$ cat src/rtl/mem_stream_reader_pkg.sv
// Shared definitions for mem_stream_reader: controller state encoding and the
// default issue-to-stream latency constant.
package mem_stream_reader_pkg;

    typedef enum logic [1:0] {
        ST_IDLE  = 2'd0,
        ST_ISSUE = 2'd1,
        ST_DRAIN = 2'd2,
        ST_DONE  = 2'd3
    } state_t;

    localparam int unsigned MEM_LATENCY_DFLT = 2;
    // Cycles from a read issue to the matching word on the stream output.
    localparam int unsigned LATENCY = MEM_LATENCY_DFLT + 1;

endpackage

$ cat src/rtl/mem_stream_reader_delay.sv
// Fixed-length synchronous delay line with synchronous active-high clear.
module mem_stream_reader_delay
    import mem_stream_reader_pkg::*;
#(
    parameter int unsigned DATA_WIDTH = 1,
    parameter int unsigned LATENCY    = 2
) (
    input  logic                  clk,
    input  logic                  rst,
    input  logic [DATA_WIDTH-1:0] data,
    output logic [DATA_WIDTH-1:0] delayed
);

    logic [DATA_WIDTH-1:0] stages [LATENCY];

    always_ff @(posedge clk) begin
        if (rst) begin
            for (int unsigned i = 0; i < LATENCY; i++) begin
                stages[i] <= '0;
            end
        end else begin
            stages[0] <= data;
            for (int unsigned i = 1; i < LATENCY; i++) begin
                stages[i] <= stages[i-1];
            end
        end
    end

    assign delayed = stages[LATENCY-1];

endmodule

$ cat src/rtl/mem_stream_reader.sv
// Streams a block-RAM address range into a skid FIFO, relying on the receiver's
// skid allowance to absorb RAM latency. Optional MEM_STREAM_READER_CHECKSUM_EN adds chksumOut.
module mem_stream_reader
    import mem_stream_reader_pkg::*;
#(
    parameter int unsigned DATA_WIDTH  = 32,
    parameter int unsigned ADDR_WIDTH  = 10,
    parameter int unsigned LEN_WIDTH   = 16,
    parameter int unsigned MEM_LATENCY = 2,
    parameter int unsigned FIFO_SKID   = 4
) (
    input  logic                  clkIn,
    input  logic                  rstIn,
    input  logic                  startIn,
    input  logic [ADDR_WIDTH-1:0] baseAddrIn,
    input  logic [LEN_WIDTH-1:0]  lengthIn,
    output logic [ADDR_WIDTH-1:0] memAddrOut,
    output logic                  memRdEnOut,
    input  logic [DATA_WIDTH-1:0] memDataIn,
    output logic [DATA_WIDTH-1:0] wrDataOut,
    output logic                  wrValidOut,
    input  logic                  wrReadyIn,
    output logic                  busyOut,
    output logic                  doneOut
`ifdef MEM_STREAM_READER_CHECKSUM_EN
    ,
    output logic [DATA_WIDTH-1:0] chksumOut
`endif
);

    if (MEM_LATENCY < 1 || MEM_LATENCY + 1 > FIFO_SKID) begin : g_bad_cfg
        $error("mem_stream_reader: need 1 <= MEM_LATENCY and MEM_LATENCY+1 <= FIFO_SKID");
    end

    localparam int unsigned CNT_W = $clog2(MEM_LATENCY + 2);

    state_t                state, state_nxt;
    logic [ADDR_WIDTH-1:0] base;
    logic [LEN_WIDTH-1:0]  length;
    logic [LEN_WIDTH-1:0]  issued;
    logic [CNT_W-1:0]      in_flight;
    logic                  rd_en;
    logic                  data_ok;
    logic                  start_accept;

    always_comb begin
        state_nxt    = state;
        rd_en        = 1'b0;
        start_accept = 1'b0;
        case (state)
            ST_IDLE: begin
                if (startIn) begin
                    start_accept = 1'b1;
                    state_nxt    = (lengthIn == '0) ? ST_DONE : ST_ISSUE;
                end
            end
            ST_ISSUE: begin
                // Ready only grants permission to issue; the skid absorbs in-flight words.
                if (wrReadyIn) begin
                    rd_en = 1'b1;
                    if (issued == length - LEN_WIDTH'(1)) begin
                        state_nxt = ST_DRAIN;
                    end
                end
            end
            ST_DRAIN: begin
                if (in_flight == '0) begin
                    state_nxt = ST_DONE;
                end
            end
            ST_DONE:  state_nxt = ST_IDLE;
            default:  state_nxt = ST_IDLE;
        endcase
    end

    always_ff @(posedge clkIn) begin
        if (rstIn) begin
            state      <= ST_IDLE;
            base       <= '0;
            length     <= '0;
            issued     <= '0;
            in_flight  <= '0;
            wrValidOut <= 1'b0;
            wrDataOut  <= '0;
        end else begin
            state <= state_nxt;
            if (start_accept) begin
                base   <= baseAddrIn;
                length <= lengthIn;
                issued <= '0;
            end else if (rd_en) begin
                issued <= issued + LEN_WIDTH'(1);
            end
            if (rd_en && !data_ok) begin
                in_flight <= in_flight + CNT_W'(1);
            end else if (!rd_en && data_ok) begin
                in_flight <= in_flight - CNT_W'(1);
            end
            wrValidOut <= data_ok;
            if (data_ok) begin
                wrDataOut <= memDataIn;
            end
        end
    end

    mem_stream_reader_delay #(
        .DATA_WIDTH(1),
        .LATENCY   (MEM_LATENCY)
    ) u_rd_delay (
        .clk    (clkIn),
        .rst    (rstIn),
        .data   (rd_en),
        .delayed(data_ok)
    );

    assign memRdEnOut = rd_en;
    assign memAddrOut = base + ADDR_WIDTH'(issued);
    assign busyOut    = (state != ST_IDLE);
    assign doneOut    = (state == ST_DONE);

`ifdef MEM_STREAM_READER_CHECKSUM_EN
    // Accumulated alongside the wrDataOut register so the sum tracks emitted words exactly.
    always_ff @(posedge clkIn) begin
        if (rstIn) begin
            chksumOut <= '0;
        end else if (start_accept) begin
            chksumOut <= '0;
        end else if (data_ok) begin
            chksumOut <= chksumOut + memDataIn;
        end
    end
`endif

endmodule

$ cat config.mk
export PLATFORM = sky130hd
export DESIGN_NAME = mem_stream_reader
export DESIGN_NICKNAME = d
export VERILOG_FILES = /design/src/rtl/mem_stream_reader_pkg.sv /design/src/rtl/mem_stream_reader_delay.sv /design/src/rtl/mem_stream_reader.sv
export SDC_FILE = /design/constraint.sdc
export NUM_CORES = 1
export LEC_CHECK = 0
export CAP_MARGIN = 5
export CORE_UTILIZATION = 44
export DETAILED_ROUTE_END_ITERATION = 7
export PLACE_DENSITY = 0.77
export SETUP_SLACK_MARGIN = 0.3
export SLEW_MARGIN = 10
export SYNTH_ARGS = -nofsm -noshare
export SYNTH_HDL_FRONTEND = slang
export SYNTH_SLANG_ARGS = --single-unit
$ cat constraint.sdc
create_clock -name clkIn -period 2.33 [get_ports clkIn]
set_clock_uncertainty 0.2 [all_clocks]
set_input_delay 0.3495 -clock clkIn [delete_from_list [all_inputs] [get_ports clkIn]]
set_output_delay 0.3495 -clock clkIn [all_outputs]
set_load 0.05 [all_outputs]
# After elaboration in Yosys (flattened, before gate mapping)
# Memory sizes are Yosys's and may differ from the RTL's.
# Cells that the tools add are included.
dict set report word_totals {
  memories 1
  inputBits 62
  word_cells 51
  ram_bits 2
  output_inout_bits 46
  register_bits 79
}
dict set report classes {
  n_addsub 5
  muxes 17
  eq_ne 8
  bitwise 2
  reduce_logical 11
}
# name depth word_bits rd rd_clocked_by_memory_dff write_ports line
set mem_list {}
lappend mem_list {u_rd_delay.stages 2 1 2 0 2 mem_stream_reader_delay.sv:14} ;# logic [DATA_WIDTH-1:0] stages [LATENCY];
# op count
set op_table {}
lappend op_table {{$add A16 B1 Y16 const B} 1}
lappend op_table {{$eq A16 B16 Y1} 1}
lappend op_table {{$logic_not A16 Y1} 1}
lappend op_table {{$sub A16 B1 Y16 const B} 1}
lappend op_table {{$mux W2} 7}
lappend op_table {{$add A10 B10 Y10} 1}
lappend op_table {{$mux W1} 9}
lappend op_table {{$ne A2 B2 Y1 const B} 4}
lappend op_table {{$pmux W2 S4} 1}
lappend op_table {{$eq A2 B2 Y1 const B} 2}
lappend op_table {{$logic_not A2 Y1} 2}
lappend op_table {{$reduce_and A4 Y1} 1}
lappend op_table {{$reduce_bool A2 Y1} 2}
lappend op_table {{$add A2 B1 Y2 const B} 1}
lappend op_table {{$eq A2 B1 Y1 const B} 1}
lappend op_table {{$logic_and A1 B1 Y1} 2}
lappend op_table {{$logic_not A1 Y1} 2}
lappend op_table {{$or A1 B1 Y1} 2}
lappend op_table {{$reduce_or A2 Y1} 1}
lappend op_table {{$sub A2 B1 Y2 const B} 1}

# Logic depth before layout (Yosys ltp)
# Gate-level depths: netlist of run 1.
dict set report depth {
  ltp_word 6
  depth_mapped 10
  ltp_nobuf 10
}

# Cells and area by module
# From an unflattened synthesis of run 1, not the netlist that was laid out.
dict set report unflattened {
  hier_cells 465
  area_unflattened_um2 4025.1
}
# mod cells_each instances area_each_um2 seq_area_each_um2
set by_module_without_submodules {}
lappend by_module_without_submodules {mem_stream_reader 461 1 3972.6 1581.5}
lappend by_module_without_submodules {mem_stream_reader_delay 4 1 52.6 40.0}

# Worst setup path after synthesis of run 1
# OpenSTA, ideal clock, no wires.
dict set report synth_path {
  kind {register -> output}
  start {reg issued[1]}
  end {out memAddrOut[9]}
  stages_incl_launch_ff 9
  arrival_ns 2.753
  path_slack_ns -0.972
  required_ns 1.781
  n_path_buf 0
  path_cell_list {dfxtp_1 > ha_1 > a21o_1 > a21oi_1 > o21bai_1 > a21oi_1 > o21ai_0 > and4_1 > nor3_1}
}
dict set report synth_between {
  elab_chain_len 1
}
# element line
set synth_rtl {}
lappend synth_rtl {{from (decl)} mem_stream_reader.sv:40} ;# logic [LEN_WIDTH-1:0] issued;
lappend synth_rtl {{from (signal assigned)} mem_stream_reader.sv:92} ;# issued <= issued + LEN_WIDTH'(1);
lappend synth_rtl {{$add A10 B10 Y10} mem_stream_reader.sv:117} ;# assign memAddrOut = base + ADDR_WIDTH'(issued);
lappend synth_rtl {{to (decl)} mem_stream_reader.sv:17} ;# output logic [ADDR_WIDTH-1:0] memAddrOut,
# Every way passes these cells.

# Worst setup path after layout of run 1
dict set report layout_path {
  start {reg issued[0]}
  end {out memAddrOut[9]}
}
# Same word-level chain as after synthesis.

==> metrics.cfg, run 1 <==
[yosys]
syn_area_um2 = 3941
syn-num-nets = 539
synth_top_cell_by_area = dfxtp_1
synthArstFlopShare_pct = 0
synth-edff-count = 0
yosys_warnings = 0
yosysUniqueCellTypes = 43
avgSynthCellArea_um2 = 8.587
synth_area_leaders = dfxtp_1, mux2i_1, nand2_1
yosysSeqAreaShare_pct = 41.14
synth_top_flop_cell = dfxtp_1
synth_top_area_share_pct = 41.14
ys_seq_elements = 81
netlist_instances = 459

[die]
dieWidth_um = 96.65
die_h_um = 96.65
io_pins = 108
dieArea_um2 = 9340
floorplan.core_area_um2 = 8678
num_rows = 34
initial_core_util_pct = 45.42

[worst_setup_path]
critical_path_class = reg -> out
arrival_ns = 2.28
worst_setup_path_end_kind = output pin
cp.required_ns = 1.78
start_kind = register
crit_fanout = 3

[place]
dp.cells = 699
gp_congestion = 0.9051
hpwl_mm = 7.645
port_buffers = 107

[detailed_routing]
routed_wl_mm = 10.37
avgRoutedWirePerCell_um = 14.37
vias = 3777
drtAntennaViolNets = 0
viasPerCell = 5.231
drc = 0
drt_iter0_markers = 125
dr.pass1.iters = 6

[flow_run]
cap_violations = 0

[status]
outcome = finished with violations
violations = setup timing

[clock_tree]
clock_latency_ns = 0.34
numCtsBuffers = 9
cts_sinks = 81
cts_tree = done
clockBufferDepth = 2
clock-root-buffer = clkbuf_8
clk_pin_slew_ns = 0.09
htreeDepth = 3
holdBufCountCts = 0

[sta]
slew_headroom_pct = 52.77
setup_ws_ns = -0.5032
fin_crit_sh_pct = 121.6
slew_violations = 0
setup_violations = 10
worst_pin_slew_ns = 0.7085
finalHoldViolations = 0
rsz0062_at_grt = yes
max_freq_mhz = 353.0
finalCriticalPeriod_ns = 2.833

[grt]
first_global_vias = 3859
overflow = 0
antenna_found_initial = 0
grt_max_degree = 56
grt_first_pass_wirelength_mm = 17.00
grt_usage_pct = 21.98

[pwr]
totalPowerFinal_uw = 4236
leakage_uw = 0.002494
power_density_nw_per_um2 = 704.4
ir_worst_vdd_mv = 0.4624

[finish]
drive_above_1_share_pct = 22.96
num_antenna_cells = 0
syn2layout_area_growth_pct = 52.57
nets = 689
fillCellCount = 719
instances_no_fill = 722

[min_path]
hp-class = in -> reg

cells in the final DEF (no fill, tap or decap), drive strengths merged, types with 3 or more instances in the layout:
cell and count:
o21ai 14, inv 12, and3 5, dlygate4sd2 33, buf 67, or3 4
xor2 23, nand2 67, xnor2 18, dfxtp 81, clkinv 5, nand3 4
clkdlybuf4s50 60, nand4 4, mux2i 35, nor4 9, ha 17, clkbuf 10
o21bai 3, nor2b 5, nor3 7, clkinvlp 3, nand2b 3, a21oi 41
and2 3, nor2 55
layout make-up:
cell class                 instances  area (um^2)  area share, %
inverter                          13        52.55         0.8739
timing repair buffer             161         1567          26.05
clock buffer                       9        123.9          2.060
clock inverter                     7        47.55         0.7907
multi-input combinational        343         2450          40.74
sequential                        81         1638          27.24
tap                              108        135.1          2.247
path summary, 6_finish.rpt:
| kind | startpoint | endpoint | slack (ns) | depth (start not counted) |
|---|---|---|---|---|
| setup / recovery | issued[0] | memAddrOut[9] | -0.50 | 11 |
| hold / removal | rstIn | length[13] | 0.17 | 2 |
| setup reg to reg | length[1] | state[1] | -0.19 | 8 |
| hold reg to reg | u_rd_delay.stages[0][0] | u_rd_delay.stages[0][1] | 0.26 | 1 |
metal layers:
metal | global-route usage (%) | share of wire, % | wire length [um]
met3 | 6.864 | 6.9 | 720
met2 | 38.68 | 50 | 5185
met1 | 25.59 | 42 | 4376
met4 | 6.085 | 0.88 | 91
met5 | 0 | 0 | 0
flip-flops by register name, summed over array words and instances (netlist names):
signal,flops
u_rd_delay.stages,2
issued,16
base,10
in_flight,2
length,16
wrDataOut,32
state,2
wrValidOut,1
Yosys cell counts (all sizes together) (2+ instances only):
master and number:
a21o 2, a21oi 41, a31oi 2, and2 3
and3 5, and3b 2, and4 2, buf 5
clkbuf 17, dfxtp 81, ha 17, inv 13
mux2 2, mux2i 35, nand2 67, nand2b 3
nand3 4, nand4 4, nor2 55, nor2b 5
nor3 7, nor3b 2, nor4 9, o2111ai 2
o21ai 14, o21bai 3, o311ai 2, or3 4
xnor2 18, xor2 23
worst max-delay path, stage by stage, from the launching register on:
cell and delay, ns:
dfxtp_4 0.36, ha_4 0.16, buf_4 0.12, a21o_1 0.18
a21oi_2 0.17, o21bai_1 0.09, a21oi_2 0.18, o21ai_2 0.12
nor4_2 0.18, buf_4 0.17, nor3_4 0.04, buf_12 0.17
stage by stage:
stage	TNS, ns	area [um^2]	hold slack [ns]	setup WS [ns]	utilization (%)
finish	-2.850	6013	0.1663	-0.5032	69.29
global route	-3.984	6013	0.1621	-0.6214	69.29
CTS	-2.956	5882	0.1514	-0.5338	67.78
detailed placement	-0.5711	5659	0.2477	-0.2291	65.21
global placement	-0.2864	5659	0.2339	-0.1545	65.21
floorplan	-0.6193	4101	0.2138	-0.1766	-
logic make-up after synthesis:
group	Yosys count	share of synthesized area, %
XOR/XNOR	41	9.111
AND/OR/NAND/NOR	177	20.73
flip-flops	81	41.14
multiplexers	37	9.460
buffers and inverters	35	3.555
AO/OA/AOI/OAI	70	10.10
adder cells (fa/ha/maj)	18	5.905
repair_timing:
item,CTS,global route
gates resized for setup,47,27
setup buffers,6,1
endpoints found under the setup margin,52,24
pin swaps,12,10
report_power, final:
part / leakage (uW) / switching (uW) / internal, uW
clock: 0.0000850 / 519 / 385
sequential: 0.000662 / 87.2 / 1510
combinational: 0.00175 / 932 / 805
total: 0.00249 / 1540 / 2700
Note: power is estimated with default switching activity, not from simulation.
==> inputs of run 2 (changes only) <==
CORE_ASPECT_RATIO = 0.5   (was unset)
PLACE_DENSITY = 0.83   (was 0.77)
SKIP_LAST_GASP = 1   (was unset)
==> run 2 against run 1 <==
Net effect:
- the run still ends with setup timing left
- sequential share of layout area is 1.0 points lower
- non-clock buffer count up 8
- cell area is 3.9% higher
- maximum frequency decreased by 1.2%
- register-to-register slack lost 0.09 ns
- worst setup slack worse by 0.036 ns
- utilization is 5.6 points higher
- die area is 0.24% higher
==> metrics.cfg, run 2 (same netlist as run 1, synthesis figures left out) <==
[die]
dieArea_um2 = 9363  ; was 9340 um^2
dieWidth_um = 135.8  ; was 96.65 um
floorplan.core_area_um2 = 8346  ; was 8678 um^2
io_pins = 108  ; unchanged
initial_core_util_pct = 47.23  ; was 45.42%
die_h_um = 68.93  ; was 96.65 um
num_rows = 23  ; was 34

[detailed_routing]
drt_iter0_markers = 270  ; was 125
vias = 3893  ; was 3,777
viasPerCell = 5.304  ; was 5.231
avgRoutedWirePerCell_um = 16.00  ; was 14.37 um
drc = 0  ; unchanged
routed_wl_mm = 11.75  ; was 10.37 mm
drtAntennaViolNets = 0  ; unchanged
dr.pass1.iters = 5  ; was 6

[clock_tree]
clock-root-buffer = clkbuf_16  ; was clkbuf_8
clock_latency_ns = 0.34  ; about the same
cts_tree = done  ; unchanged
numCtsBuffers = 9  ; unchanged
holdBufCountCts = 0  ; unchanged
clockBufferDepth = 2  ; unchanged
clk_pin_slew_ns = 0.07  ; was 0.09 ns
cts_sinks = 81  ; unchanged
htreeDepth = 3  ; unchanged

[grt]
antenna_found_initial = 0  ; unchanged
grt_usage_pct = 24.59  ; was 21.98%
overflow = 0  ; unchanged
grt_first_pass_wirelength_mm = 17.51  ; was 17.00 mm
grt_max_degree = 33  ; was 56
first_global_vias = 3687  ; was 3,859

[sta]
worst_pin_slew_ns = 0.6438  ; was 0.7085 ns
max_freq_mhz = 348.5  ; was 353.0 MHz
slew_headroom_pct = 57.08  ; was 52.77%
rsz0062_at_grt = yes  ; unchanged
finalCriticalPeriod_ns = 2.869  ; was 2.833 ns
slew_violations = 0  ; unchanged
finalHoldViolations = 0  ; unchanged
tns_ns = -3.131  ; was -2.850 ns
setup_ws_ns = -0.5391  ; was -0.5032 ns
fin_crit_sh_pct = 123.1  ; was 121.6%
setup_violations = 10  ; unchanged

[finish]
final_cell_mix = dfxtp_1, nand2_1, clkdlybuf4s50_1  ; unchanged
nets = 697  ; was 689
regMostFlops = wrDataOut  ; unchanged
drive_above_1_share_pct = 22.99  ; was 22.96%
num_antenna_cells = 0  ; unchanged
fillCellCount = 550  ; was 719
syn2layout_area_growth_pct = 58.54  ; was 52.57%
postLayoutCellArea_um2 = 6248  ; was 6013 um^2
mostFrequentLayoutCell = dfxtp_1  ; unchanged
largest_reg_flops = 32  ; unchanged
top_regs = wrDataOut (32), issued (16), length (16)  ; unchanged

[pwr]
leakage_uw = 0.002641  ; was 0.002494 uW
p_int_uw = 3389  ; was 2697 uW
ir_worst_vdd_mv = 0.4738  ; was 0.4624 mV
power_density_nw_per_um2 = 818.7  ; was 704.4 nW/um^2
totalPowerFinal_uw = 5115  ; was 4236 uW
power_frac_comb_pct = 36.9  ; was 41.0%
swShare_pct = 33.75  ; was 36.32%
switching_power_uw = 1726  ; was 1539 uW
p_clk_share_pct = 31.8  ; was 21.3%
pwr-share-seq_pct = 31.3  ; was 37.7%

[worst_setup_path]
path_cells = ha_4 -> a21o_1 -> a21oi_2 -> o21bai_1 -> a21oi_2 -> o21ai_4 -> and4_4 -> nor3_4 -> buf_12  ; was ha_4 -> buf_4 -> a21o_1 -> a21oi_2 -> o21bai_1 -> a21oi_2 -> o21ai_2 -> nor4_2 -> buf_4 -> nor3_4 -> buf_12
cp.required_ns = 1.78  ; about the same
crit_top_cell = a21oi_2
crit_buf_inv = 1  ; was 3
worst_setup_path_end_kind = output pin  ; unchanged
critical_path_class = reg -> out  ; unchanged
crit_fanout = 3  ; unchanged
path_delay_family = compound AO/OA/AOI/OAI gates  ; unchanged
arrival_ns = 2.32  ; was 2.28 ns
slowest_delay_ns = 0.34  ; was 0.36 ns
start_kind = register  ; unchanged
slowest_stage = dfxtp_2  ; was dfxtp_4

[min_path]
hp-class = in -> reg  ; unchanged

[status]
outcome = finished with violations  ; unchanged
violations = setup timing  ; unchanged

[place]
hpwl_mm = 7.848  ; was 7.645 mm
gp_congestion = 0.8661  ; was 0.9051
preCtsSetupSlack_ns = -0.2550  ; was -0.2291 ns
port_buffers = 107  ; unchanged
placed_area_um2 = 5709  ; was 5659 um^2

[flow_run]
cap_violations = 0  ; unchanged

run 2: routing by layer:
layer / part of all wire, % / vias to the layer above / global-route usage (%)
li1: - / 1876 / -
met1: 42 / 1841 / 28.73
met2: 50 / 146 / 44.83
met3: 6.7 / 30 / 7.383
met4: 1.7 / 0 / 6.180
met5: 0 / - / 0
run 2: final cells by class:
class / instances / area (um^2) / share of cell area (%)
Inverter: 13 / 52.55 / 0.8410
Timing Repair Buffer: 169 / 1609 / 25.75
Tap cell: 112 / 140.1 / 2.243
Clock inverter: 6 / 96.34 / 1.542
Clock buffer: 10 / 250.2 / 4.005
Sequential cell: 81 / 1637 / 26.19
Multi-Input combinational cell: 343 / 2464 / 39.43
run 2: path summary, 6_finish.rpt:
check                                        startpoint                      end  slack (ns)  cells after the start
worst max-delay path                            base[1]            memAddrOut[9]       -0.54                      9
worst min-delay path                              rstIn                length[9]        0.23                      2
worst max register to register                length[1]                 state[1]       -0.28                      9
worst min register to register  u_rd_delay.stages[0][0]  u_rd_delay.stages[0][1]        0.24                      1
run 2: power groups by stage:
stage                     Combinational (uW)  Sequential [uW]  Clock (uW)
after floorplan                          966             1690           0
after global placement                  1660             1620           0
after detailed placement                1710             1630           0
after CTS                               1780             1600        1640
after global routing                    2000             1610        1700
final                                   1890             1600        1630
run 2: what timing repair did:
action | in CTS | in global routing
pin swaps | 10 | 11
endpoints found under the setup margin | 49 | 20
setup buffers | 5 | 3
gates resized for setup | 51 | 22
run 2: stage by stage:
step           utilization [%]  cells  hold WS (ns)
5_1_grt                  74.87    734        0.2444
2_1_floorplan                -    459        0.2138
3_5_place_dp             68.41    710        0.2278
6_report                 74.87    734        0.2339
4_1_cts                  73.37    731        0.2084
3_3_place_gp             68.41    710        0.2192
